**src/rtl/tl_pkg.sv**
```systemverilog
// Shared transaction-layer definitions used by the egress collector and the ingress router.
// Covers word and channel geometry, the destination-tag field and the collector state encoding.
package tl_pkg;

    localparam int DATA_W = 10;
    localparam int CH_W   = 2;
    localparam int NUM_CH = 4;

    // The destination tag occupies the top CH_W bits of every word.
    localparam int TAG_W  = CH_W;
    localparam int TAG_HI = DATA_W - 1;
    localparam int TAG_LO = DATA_W - TAG_W;

    typedef enum logic [1:0] {
        IDLE = 2'd0,
        WAIT = 2'd1,
        CAPT = 2'd2,
        HOLD = 2'd3
    } state_t;

    typedef logic [CH_W-1:0] ch_idx_t;

    function automatic ch_idx_t next_idx(input ch_idx_t idx);
        return idx + ch_idx_t'(1);
    endfunction

endpackage

```
**src/rtl/rr_select.sv**
```systemverilog
// Combinational round-robin picker: returns the first requesting channel at or after ptr.
// Shared between the egress collector and the ingress side.
module rr_select
    import tl_pkg::*;
(
    input  logic [NUM_CH-1:0] req,
    input  logic [CH_W-1:0]   ptr,
    output logic [CH_W-1:0]   grant,
    output logic              any_req
);

    logic [CH_W-1:0] idx;

    // Walk offsets from farthest to nearest so the closest requester to ptr wins.
    always_comb begin
        grant = ptr;
        idx   = '0;
        for (int i = NUM_CH - 1; i >= 0; i--) begin
            idx = ptr + CH_W'(i);
            if (req[idx]) begin
                grant = idx;
            end
        end
    end

    assign any_req = |req;

endmodule

```
**src/rtl/egress_collector.sv**
```systemverilog
// Read end of the four destination FIFOs (channels 4..7): round-robin pops one word at a time
// and presents it on a registered valid/ready egress port, flagging words whose tag mismatches.
module egress_collector
    import tl_pkg::*;
#(
    parameter int DATA_W = tl_pkg::DATA_W,
    parameter int CNT_W  = 8
) (
    input  logic              clk,
    input  logic              reset_L,
    input  logic [DATA_W-1:0] data_in4,
    input  logic [DATA_W-1:0] data_in5,
    input  logic [DATA_W-1:0] data_in6,
    input  logic [DATA_W-1:0] data_in7,
    input  logic              empty4,
    input  logic              empty5,
    input  logic              empty6,
    input  logic              empty7,
    output logic              rd4,
    output logic              rd5,
    output logic              rd6,
    output logic              rd7,
    output logic [DATA_W-1:0] data_out,
    output logic              valid_out,
    input  logic              ready_in,
    output logic              err_dest,
    output logic [CNT_W-1:0]  word_cnt
);

    state_t              state;
    state_t              state_nxt;
    logic [NUM_CH-1:0]   req;
    logic [NUM_CH-1:0]   rd_q;
    logic [NUM_CH-1:0]   rd_nxt;
    logic [CH_W-1:0]     ptr_q;
    logic [CH_W-1:0]     ptr_nxt;
    logic [CH_W-1:0]     sel_q;
    logic [CH_W-1:0]     sel_nxt;
    logic [CH_W-1:0]     grant;
    logic                any_req;
    logic                accept;
    logic                take_grant;
    logic [DATA_W-1:0]   data_arr [NUM_CH];
    logic [DATA_W-1:0]   sel_data;
    logic [DATA_W-1:0]   data_q;
    logic [DATA_W-1:0]   data_nxt;
    logic                valid_q;
    logic                valid_nxt;
    logic                err_q;
    logic                err_nxt;
    logic [CNT_W-1:0]    cnt_q;
    logic [CNT_W-1:0]    cnt_nxt;

    assign data_arr[0] = data_in4;
    assign data_arr[1] = data_in5;
    assign data_arr[2] = data_in6;
    assign data_arr[3] = data_in7;
    assign sel_data    = data_arr[sel_q];

    assign req = ~{empty7, empty6, empty5, empty4};

    rr_select u_rr_select (
        .req     (req),
        .ptr     (ptr_q),
        .grant   (grant),
        .any_req (any_req)
    );

    // Empty flags only matter when idle or on the cycle the held word is accepted.
    assign accept     = (state == HOLD) && ready_in;
    assign take_grant = ((state == IDLE) || accept) && any_req;

    always_ff @(posedge clk or negedge reset_L) begin
        if (!reset_L) begin
            state <= IDLE;
        end else begin
            state <= state_nxt;
        end
    end

    always_comb begin
        state_nxt = state;
        case (state)
            IDLE: if (any_req) state_nxt = WAIT;
            WAIT: state_nxt = CAPT;
            CAPT: state_nxt = HOLD;
            HOLD: if (ready_in) state_nxt = any_req ? WAIT : IDLE;
            default: state_nxt = IDLE;
        endcase
    end

    always_comb begin
        rd_nxt    = '0;
        ptr_nxt   = ptr_q;
        sel_nxt   = sel_q;
        data_nxt  = data_q;
        valid_nxt = valid_q;
        err_nxt   = err_q;
        cnt_nxt   = cnt_q;

        if (take_grant) begin
            rd_nxt[grant] = 1'b1;
            ptr_nxt       = next_idx(grant);
            sel_nxt       = grant;
        end

        // A mis-tagged word is still forwarded; only the sticky flag records it.
        if (state == CAPT) begin
            data_nxt  = sel_data;
            valid_nxt = 1'b1;
            if (sel_data[DATA_W-1 -: TAG_W] != sel_q) begin
                err_nxt = 1'b1;
            end
        end

        if (accept) begin
            valid_nxt = 1'b0;
            cnt_nxt   = cnt_q + CNT_W'(1);
        end
    end

    always_ff @(posedge clk or negedge reset_L) begin
        if (!reset_L) begin
            rd_q    <= '0;
            ptr_q   <= '0;
            sel_q   <= '0;
            data_q  <= '0;
            valid_q <= 1'b0;
            err_q   <= 1'b0;
            cnt_q   <= '0;
        end else begin
            rd_q    <= rd_nxt;
            ptr_q   <= ptr_nxt;
            sel_q   <= sel_nxt;
            data_q  <= data_nxt;
            valid_q <= valid_nxt;
            err_q   <= err_nxt;
            cnt_q   <= cnt_nxt;
        end
    end

    assign rd4       = rd_q[0];
    assign rd5       = rd_q[1];
    assign rd6       = rd_q[2];
    assign rd7       = rd_q[3];
    assign data_out  = data_q;
    assign valid_out = valid_q;
    assign err_dest  = err_q;
    assign word_cnt  = cnt_q;

endmodule

```
**config.mk**
```make
export PLATFORM = sky130hd
export DESIGN_NAME = egress_collector
export DESIGN_NICKNAME = d
export VERILOG_FILES = /design/src/rtl/tl_pkg.sv /design/src/rtl/rr_select.sv /design/src/rtl/egress_collector.sv
export SDC_FILE = /design/constraint.sdc
export NUM_CORES = 1
export LEC_CHECK = 0
export CAP_MARGIN = 0
export CORE_ASPECT_RATIO = 0.75
export CORE_MARGIN = 2
export CORE_UTILIZATION = 41
export CTS_CLUSTER_SIZE = 20
export DETAILED_ROUTE_END_ITERATION = 6
export PLACE_DENSITY = 0.87
export SLEW_MARGIN = 0
export SYNTH_ARGS = -nofsm -noshare
export SYNTH_HDL_FRONTEND = slang
export SYNTH_SLANG_ARGS = --single-unit
```
**constraint.sdc**
```tcl
create_clock -name clk -period 1.7 [get_ports clk]
set_input_delay 0.255 -clock clk [delete_from_list [all_inputs] [get_ports clk]]
set_output_delay 0.255 -clock clk [all_outputs]
set_load 0.01 [all_outputs]
```
==> results.txt, run 1 <==
synthesized net count -> 176
gr ovfl total -> 0
Required @ worst endpoint -> 1.44 ns
pin count of the biggest net entering global routing -> 31
Highest Clock Rate -> 630 MHz
CTS Hold Buffers Added -> 0
Pwr per Cell Area -> 1550 nW/um2
Max FO, Critical Path -> 6
Least-Margin Pin Slew -> 0.380 ns
outcome -> finished, final reports clean
top cell type's share of synthesized area -> 0.473
top post-synthesis cells by area -> dfrtp_1 47%, mux4_2 14%, mux2_2 7.8%
CTS max path bufs -> 2
DRC Markers -> 0
r2r endpoint -> err_dest$_DFFE_PN0P_
Worst R2R Path Depth -> 4
synthesized area per cell -> 12.7 um2
top-count cell post-synth -> dfrtp_1
vias in the first global route -> 1467
Final Slew Violations -> 0
Clock transition at path regs -> 0.06 ns
CP max-delay cell -> clkdlybuf4s50_1
Num CTS Buffers -> 5
setup violators final -> 0
area post-placement -> 2400 um2
Syn. warnings -> 0
area leader, netlist -> dfrtp_1
Fin Hold WS -> 0.361 ns
global-route wire length before repair -> 6760 um
fill cell count -> 287
DP HPWL -> 3390 um
CTS tree -> done
Reg2Reg Launch Point -> sel_q[0]$_DFFE_PN0P_
vias per cell -> 5.18
routability cong. -> 0.782
Critical Path Sink Type -> output pin
setup TNS -> 0 ns
slew margin rel. -> 0.746
family with the most delay on the worst path -> buffers and inverters
footprint of the multi-input gates -> 788 um2
DR iter-0 viols -> 48
ANT nets after route -> 0
Post-CTS Setup Repair Bufs -> 0
VDD IR max -> 0.000865 V
sequential cell area fraction in the yosys report -> 0.473
final non-filler cell area -> 2490 um2
post-route minimum period -> 1.59 ns
Post-Syn Area -> 1590 um2
crit-path cells -> clkdlybuf4s50_1
flops & latches, synth -> 30
total power -> 3850 uW
Startpoint Class -> flop
Routed WL -> 4250 um
asr flop ratio synth -> 1.00
IO Port Bufs -> 70
skew final -> 0.00207 ns
crit-path max cell delay -> 0.59 ns
clk root buf -> clkbuf_8
later-pin clock latency in the skew report -> 0.28 ns
CP arrival -> 1.33 ns
Area growth, synth to finish -> 56.7%
min-delay worst type -> input pin to async pin
Yosys cell types -> 33
Post-synth EDFFs -> 0
register area -> 751 um2
NumNets Final -> 257
initial antenna violation count -> 0
Core Area -> 3680 um2
average wire per standard cell -> 16.4 um
CP Class -> flop to output pin
Horiz. Die Dim -> 75.9 um
P_leak -> 0.00103 uW
GRT Total Usage -> 0.214
Final Hold Viols -> 0
WP buf/inv -> 1
internal reg-to-reg setup slack -> 0.14 ns
main flop type after synthesis -> dfrtp_1
antenna cells -> 0
layout cell share with drive strength beyond 1 -> 0.198
via count -> 1341
max-cap violation count -> 0
clk sinks -> 30
Die ar. -> 4390 um2
Initial Util -> 0.431
RSZ-0062 raised after global routing -> false
H-tree depth -> 2
Post-Synthesis Cells -> 125
post-CTS sizing -> 0
drt first pass iters -> 4
top cells by count, synth -> 30 x dfrtp_1, 13 x nand2_1, 11 x mux2_2
die height -> 57.9 um
Ports -> 71
Final Cycle Share -> 0.934
std cell rows -> 19
[where the power goes]
part | internal (uW) | switching [uW] | leakage [uW]
logic | 1170 | 825 | 0.000617
clock network | 326 | 265 | 0.0000482
registers | 1010 | 260 | 0.000367
[metrics by stage]
stage	setup WS [ns]	utilization	cells
after CTS	0.104	0.675	259
after global placement	0.0166	0.650	251
after detailed placement	-0.135	0.650	251
final	0.112	0.675	259
after global routing	0.0298	0.675	259
after floorplan	0.169	-	125
[logic make-up (layout without fill, tap and decap cells)]
kind of cell | count (synthesis) | count (layout) | share of synthesized area
simple gates | 35 | 35 | 0.110
fa+ha+maj | 4 | 4 | 0.0315
buf+inv | 9 | 91 | 0.0307
flops | 30 | 30 | 0.473
mux | 21 | 21 | 0.220
compound gates | 18 | 18 | 0.0914
xor+xnor | 8 | 8 | 0.0441
[placed cells by master (no fill, tap or decap), drive strengths merged, types with 2 or more instances in the layout]
| cell type | instances |
|---|---|
| clkdlybuf4s50 | 70 |
| nand2 | 13 |
| nor3 | 4 |
| o22ai | 2 |
| a21oi | 5 |
| mux2 | 11 |
| nand3 | 2 |
| xnor2 | 6 |
| and3 | 4 |
| nor2 | 4 |
| mux4 | 10 |
| inv | 5 |
| clkbuf | 7 |
| o21a | 2 |
| dfrtp | 30 |
| o21ai | 4 |
| nand4 | 3 |
| ha | 4 |
| xor2 | 2 |
| buf | 8 |
[state kept, by name, summed over array words and instances (netlist names)]
register / flops
ptr_q: 2
sel_q: 2
data_out: 10
state: 2
rd_q: 4
valid_out: 1
word_cnt: 8
err_dest: 1
[how the worst max path moves through the flow]
stage / startpoint / to / slack [ns] / depth (start not counted)
after floorplan: state[0]$_DFFE_PN0P_ / word_cnt[7]$_DFFE_PN0P_ / 0.17 / 7
after global placement: empty7 / ptr_q[1]$_DFFE_PN0P_ / 0.02 / 6
after detailed placement: empty7 / rd_q[3]$_DFF_PN0_ / -0.14 / 6
after CTS: word_cnt[0]$_DFFE_PN0P_ / word_cnt[0] / 0.10 / 1
after global routing: state[0]$_DFFE_PN0P_ / ptr_q[1]$_DFFE_PN0P_ / 0.03 / 7
final: word_cnt[0]$_DFFE_PN0P_ / word_cnt[0] / 0.11 / 1
[per-layer routing]
layer	wire length [um]	track usage	vias up
li1	-	-	619
met1	1580	0.218	663
met2	2260	0.395	51
met3	312	0.0800	8
met4	99	0.0702	0
met5	0	0	-
[area by class of cell]
class	count	area share
clock buffers	7	0.0347
clock inverters	1	0.00201
inverters	5	0.00755
multi-input cells	86	0.317
flip-flops and latches	30	0.302
well taps	52	0.0262
repair buffers	78	0.311
Note: power is estimated with default switching activity, not from simulation.
==> run 2, diff against run 1 <==
- CORE_UTILIZATION: 41 -> 35
- PLACE_DENSITY: 0.87 -> 0.77
==> run 2 against run 1 <==
Against the previous run:
- combinational power decreased by 3%
- clock power shrank 12%
- via count decreased by 2.6%
- global-route usage shrank 5.6 points
- sequential cell count is the same
- cell count increased by 3.1%
- power down 3.5%
- routed wire length shrank 16%
- critical path depth is the same
- count of clock-buffer cells in the layout stayed put
- clock skew increased by 0.0011 ns
- critical path type unchanged
- critical endpoint unchanged
- largest cell class is now non-clock buffers
- largest power group unchanged
- highest routed layer unchanged
==> results.txt, run 2 (synthesis results as in run 1) <==
vias per cell -> 4.89 (-5.5%)
Startpoint Class -> flop
CTS max path bufs -> 2 (unchanged)
CP max-delay cell -> clkdlybuf4s50_1
antenna cells -> 0 (unchanged)
setup violators final -> 0 (unchanged)
Highest Clock Rate -> 634 MHz (+0.63%)
Required @ worst endpoint -> 1.44 ns (about the same)
CTS tree -> done
commonest non-fill, non-tap cell in the layout -> clkdlybuf4s50_1
pin count of the biggest net entering global routing -> 31 (unchanged)
global-route wire length before repair -> 6150 um (-9.1%)
Die ar. -> 5100 um2 (+16%)
Num CTS Buffers -> 5 (unchanged)
WP buf/inv -> 1 (unchanged)
Core Area -> 4410 um2 (+20%)
H-tree depth -> 2 (unchanged)
setup TNS -> 0 ns (unchanged)
commonest cells after routing, fill and taps aside -> 70 x clkdlybuf4s50_1, 30 x dfrtp_1, 13 x nand2_1
Critical Path Sink Type -> output pin
Routed WL -> 3560 um (-16%)
routability cong. -> 0.716 (-8.4%)
crit-path cells -> clkdlybuf4s50_1
area post-placement -> 2430 um2 (+1.5%)
slew margin rel. -> 0.739 (-0.00742)
CP Class -> flop to output pin
Clock transition at path regs -> 0.06 ns (about the same)
Worst Setup SP -> word_cnt[0]$_DFFE_PN0P_
Initial Util -> 0.360 (-0.0712)
vias in the first global route -> 1394 (-5.0%)
IO Port Bufs -> 70 (unchanged)
CP arrival -> 1.32 ns (about the same)
Horiz. Die Dim -> 81.8 um (+7.8%)
gr ovfl total -> 0 (unchanged)
Area growth, synth to finish -> 58.0%
DRC Markers -> 0 (unchanged)
Final Cycle Share -> 0.928 (-0.00581)
Finished Core Util -> 0.568 (-0.107)
Final Hold Viols -> 0 (unchanged)
CTS Hold Buffers Added -> 0 (unchanged)
post-route minimum period -> 1.58 ns (-0.00988 ns)
P_leak -> 0.00104 uW (+0.92%)
clk sinks -> 30 (unchanged)
Largest register FFs -> 10 (unchanged)
crit-path max cell delay -> 0.59 ns (about the same)
outcome -> finished, final reports clean
Pwr per Cell Area -> 1480 nW/um2 (-4.3%)
initial antenna violation count -> 0 (unchanged)
drt first pass iters -> 4 (unchanged)
Ports -> 71 (unchanged)
Reg2Reg Launch Point -> sel_q[0]$_DFFE_PN0P_
post-CTS sizing -> 0 (unchanged)
Final Slew Violations -> 0 (unchanged)
RSZ-0062 raised after global routing -> false
later-pin clock latency in the skew report -> 0.27 ns (about the same)
clk root buf -> clkbuf_8
VDD IR max -> 0.000705 V (-18%)
Fin Hold WS -> 0.391 ns (+0.0297 ns)
via count -> 1306 (-2.6%)
Least-Margin Pin Slew -> 0.392 ns (+0.0111 ns)
total power -> 3720 uW (-3.5%)
ANT nets after route -> 0 (unchanged)
layout cell share with drive strength beyond 1 -> 0.205 (+0.00669)
max-cap violation count -> 0 (unchanged)
min-delay worst type -> input pin to async pin
NumNets Final -> 261 (+1.6%)
std cell rows -> 21 (+2)
Post-CTS Setup Repair Bufs -> 0 (unchanged)
DR iter-0 viols -> 50 (+4.2%)
DP HPWL -> 2790 um (-18%)
final non-filler cell area -> 2510 um2 (+0.86%)
die height -> 62.3 um (+7.7%)
GRT Total Usage -> 0.158 (-0.0556)
family with the most delay on the worst path -> buffers and inverters
average wire per standard cell -> 13.3 um (-19%)
skew final -> 0.00314 ns (+0.00107 ns)
Max FO, Critical Path -> 6 (unchanged)
==> run 2: cell count changes in the layout (fill, tap and decap cells not counted) <==
cell      before  now
buf_4          7   11
clkbuf_1       1    2
clkbuf_8       6    5
clkinv_2       1    0
==> run 2: path summary, 6_finish.rpt <==
path | end | slack [ns] | cells past startpoint
worst max register to register | err_dest$_DFFE_PN0P_ | 0.20 | 4
worst min-delay path | word_cnt[4]$_DFFE_PN0P_ | 0.39 | 2
max in group asynchronous | data_out[5]$_DFFE_PN0P_ | 1.03 | 2
worst min register to register | err_dest$_DFFE_PN0P_ | 0.47 | 1
min in group clk | err_dest$_DFFE_PN0P_ | 0.47 | 1
worst max-delay path | word_cnt[0] | 0.12 | 1
==> run 2: power by group <==
part / switching [uW] / internal [uW] / total (uW)
registers: 245 / 1010 / 1260
logic: 763 / 1180 / 1940
clock network: 240 / 281 / 521
total: 1250 / 2470 / 3720
==> run 2: metrics by stage <==
stage                     setup slack [ns]  cells
after detailed placement           -0.0508    260
final                                0.122    267
after global routing                0.0555    267
after floorplan                      0.169    125
after CTS                            0.112    267
after global placement              0.0386    260
==> run 2: final cells by class <==
cell class              count  area (um2)
clock buffers               7        76.3
repair buffers             82         803
flip-flops and latches     30         751
fillers                   394        1910
well taps                  57        71.3
inverters                   5        18.8
multi-input cells          86         788
==> run 2: metal layers <==
layer,part of all wire,track usage,vias up
li1,-,-,632
met1,0.44,0.197,633
met2,0.48,0.258,36
met3,0.070,0.0552,5
met4,0.0076,0.0438,0
met5,0,0,-
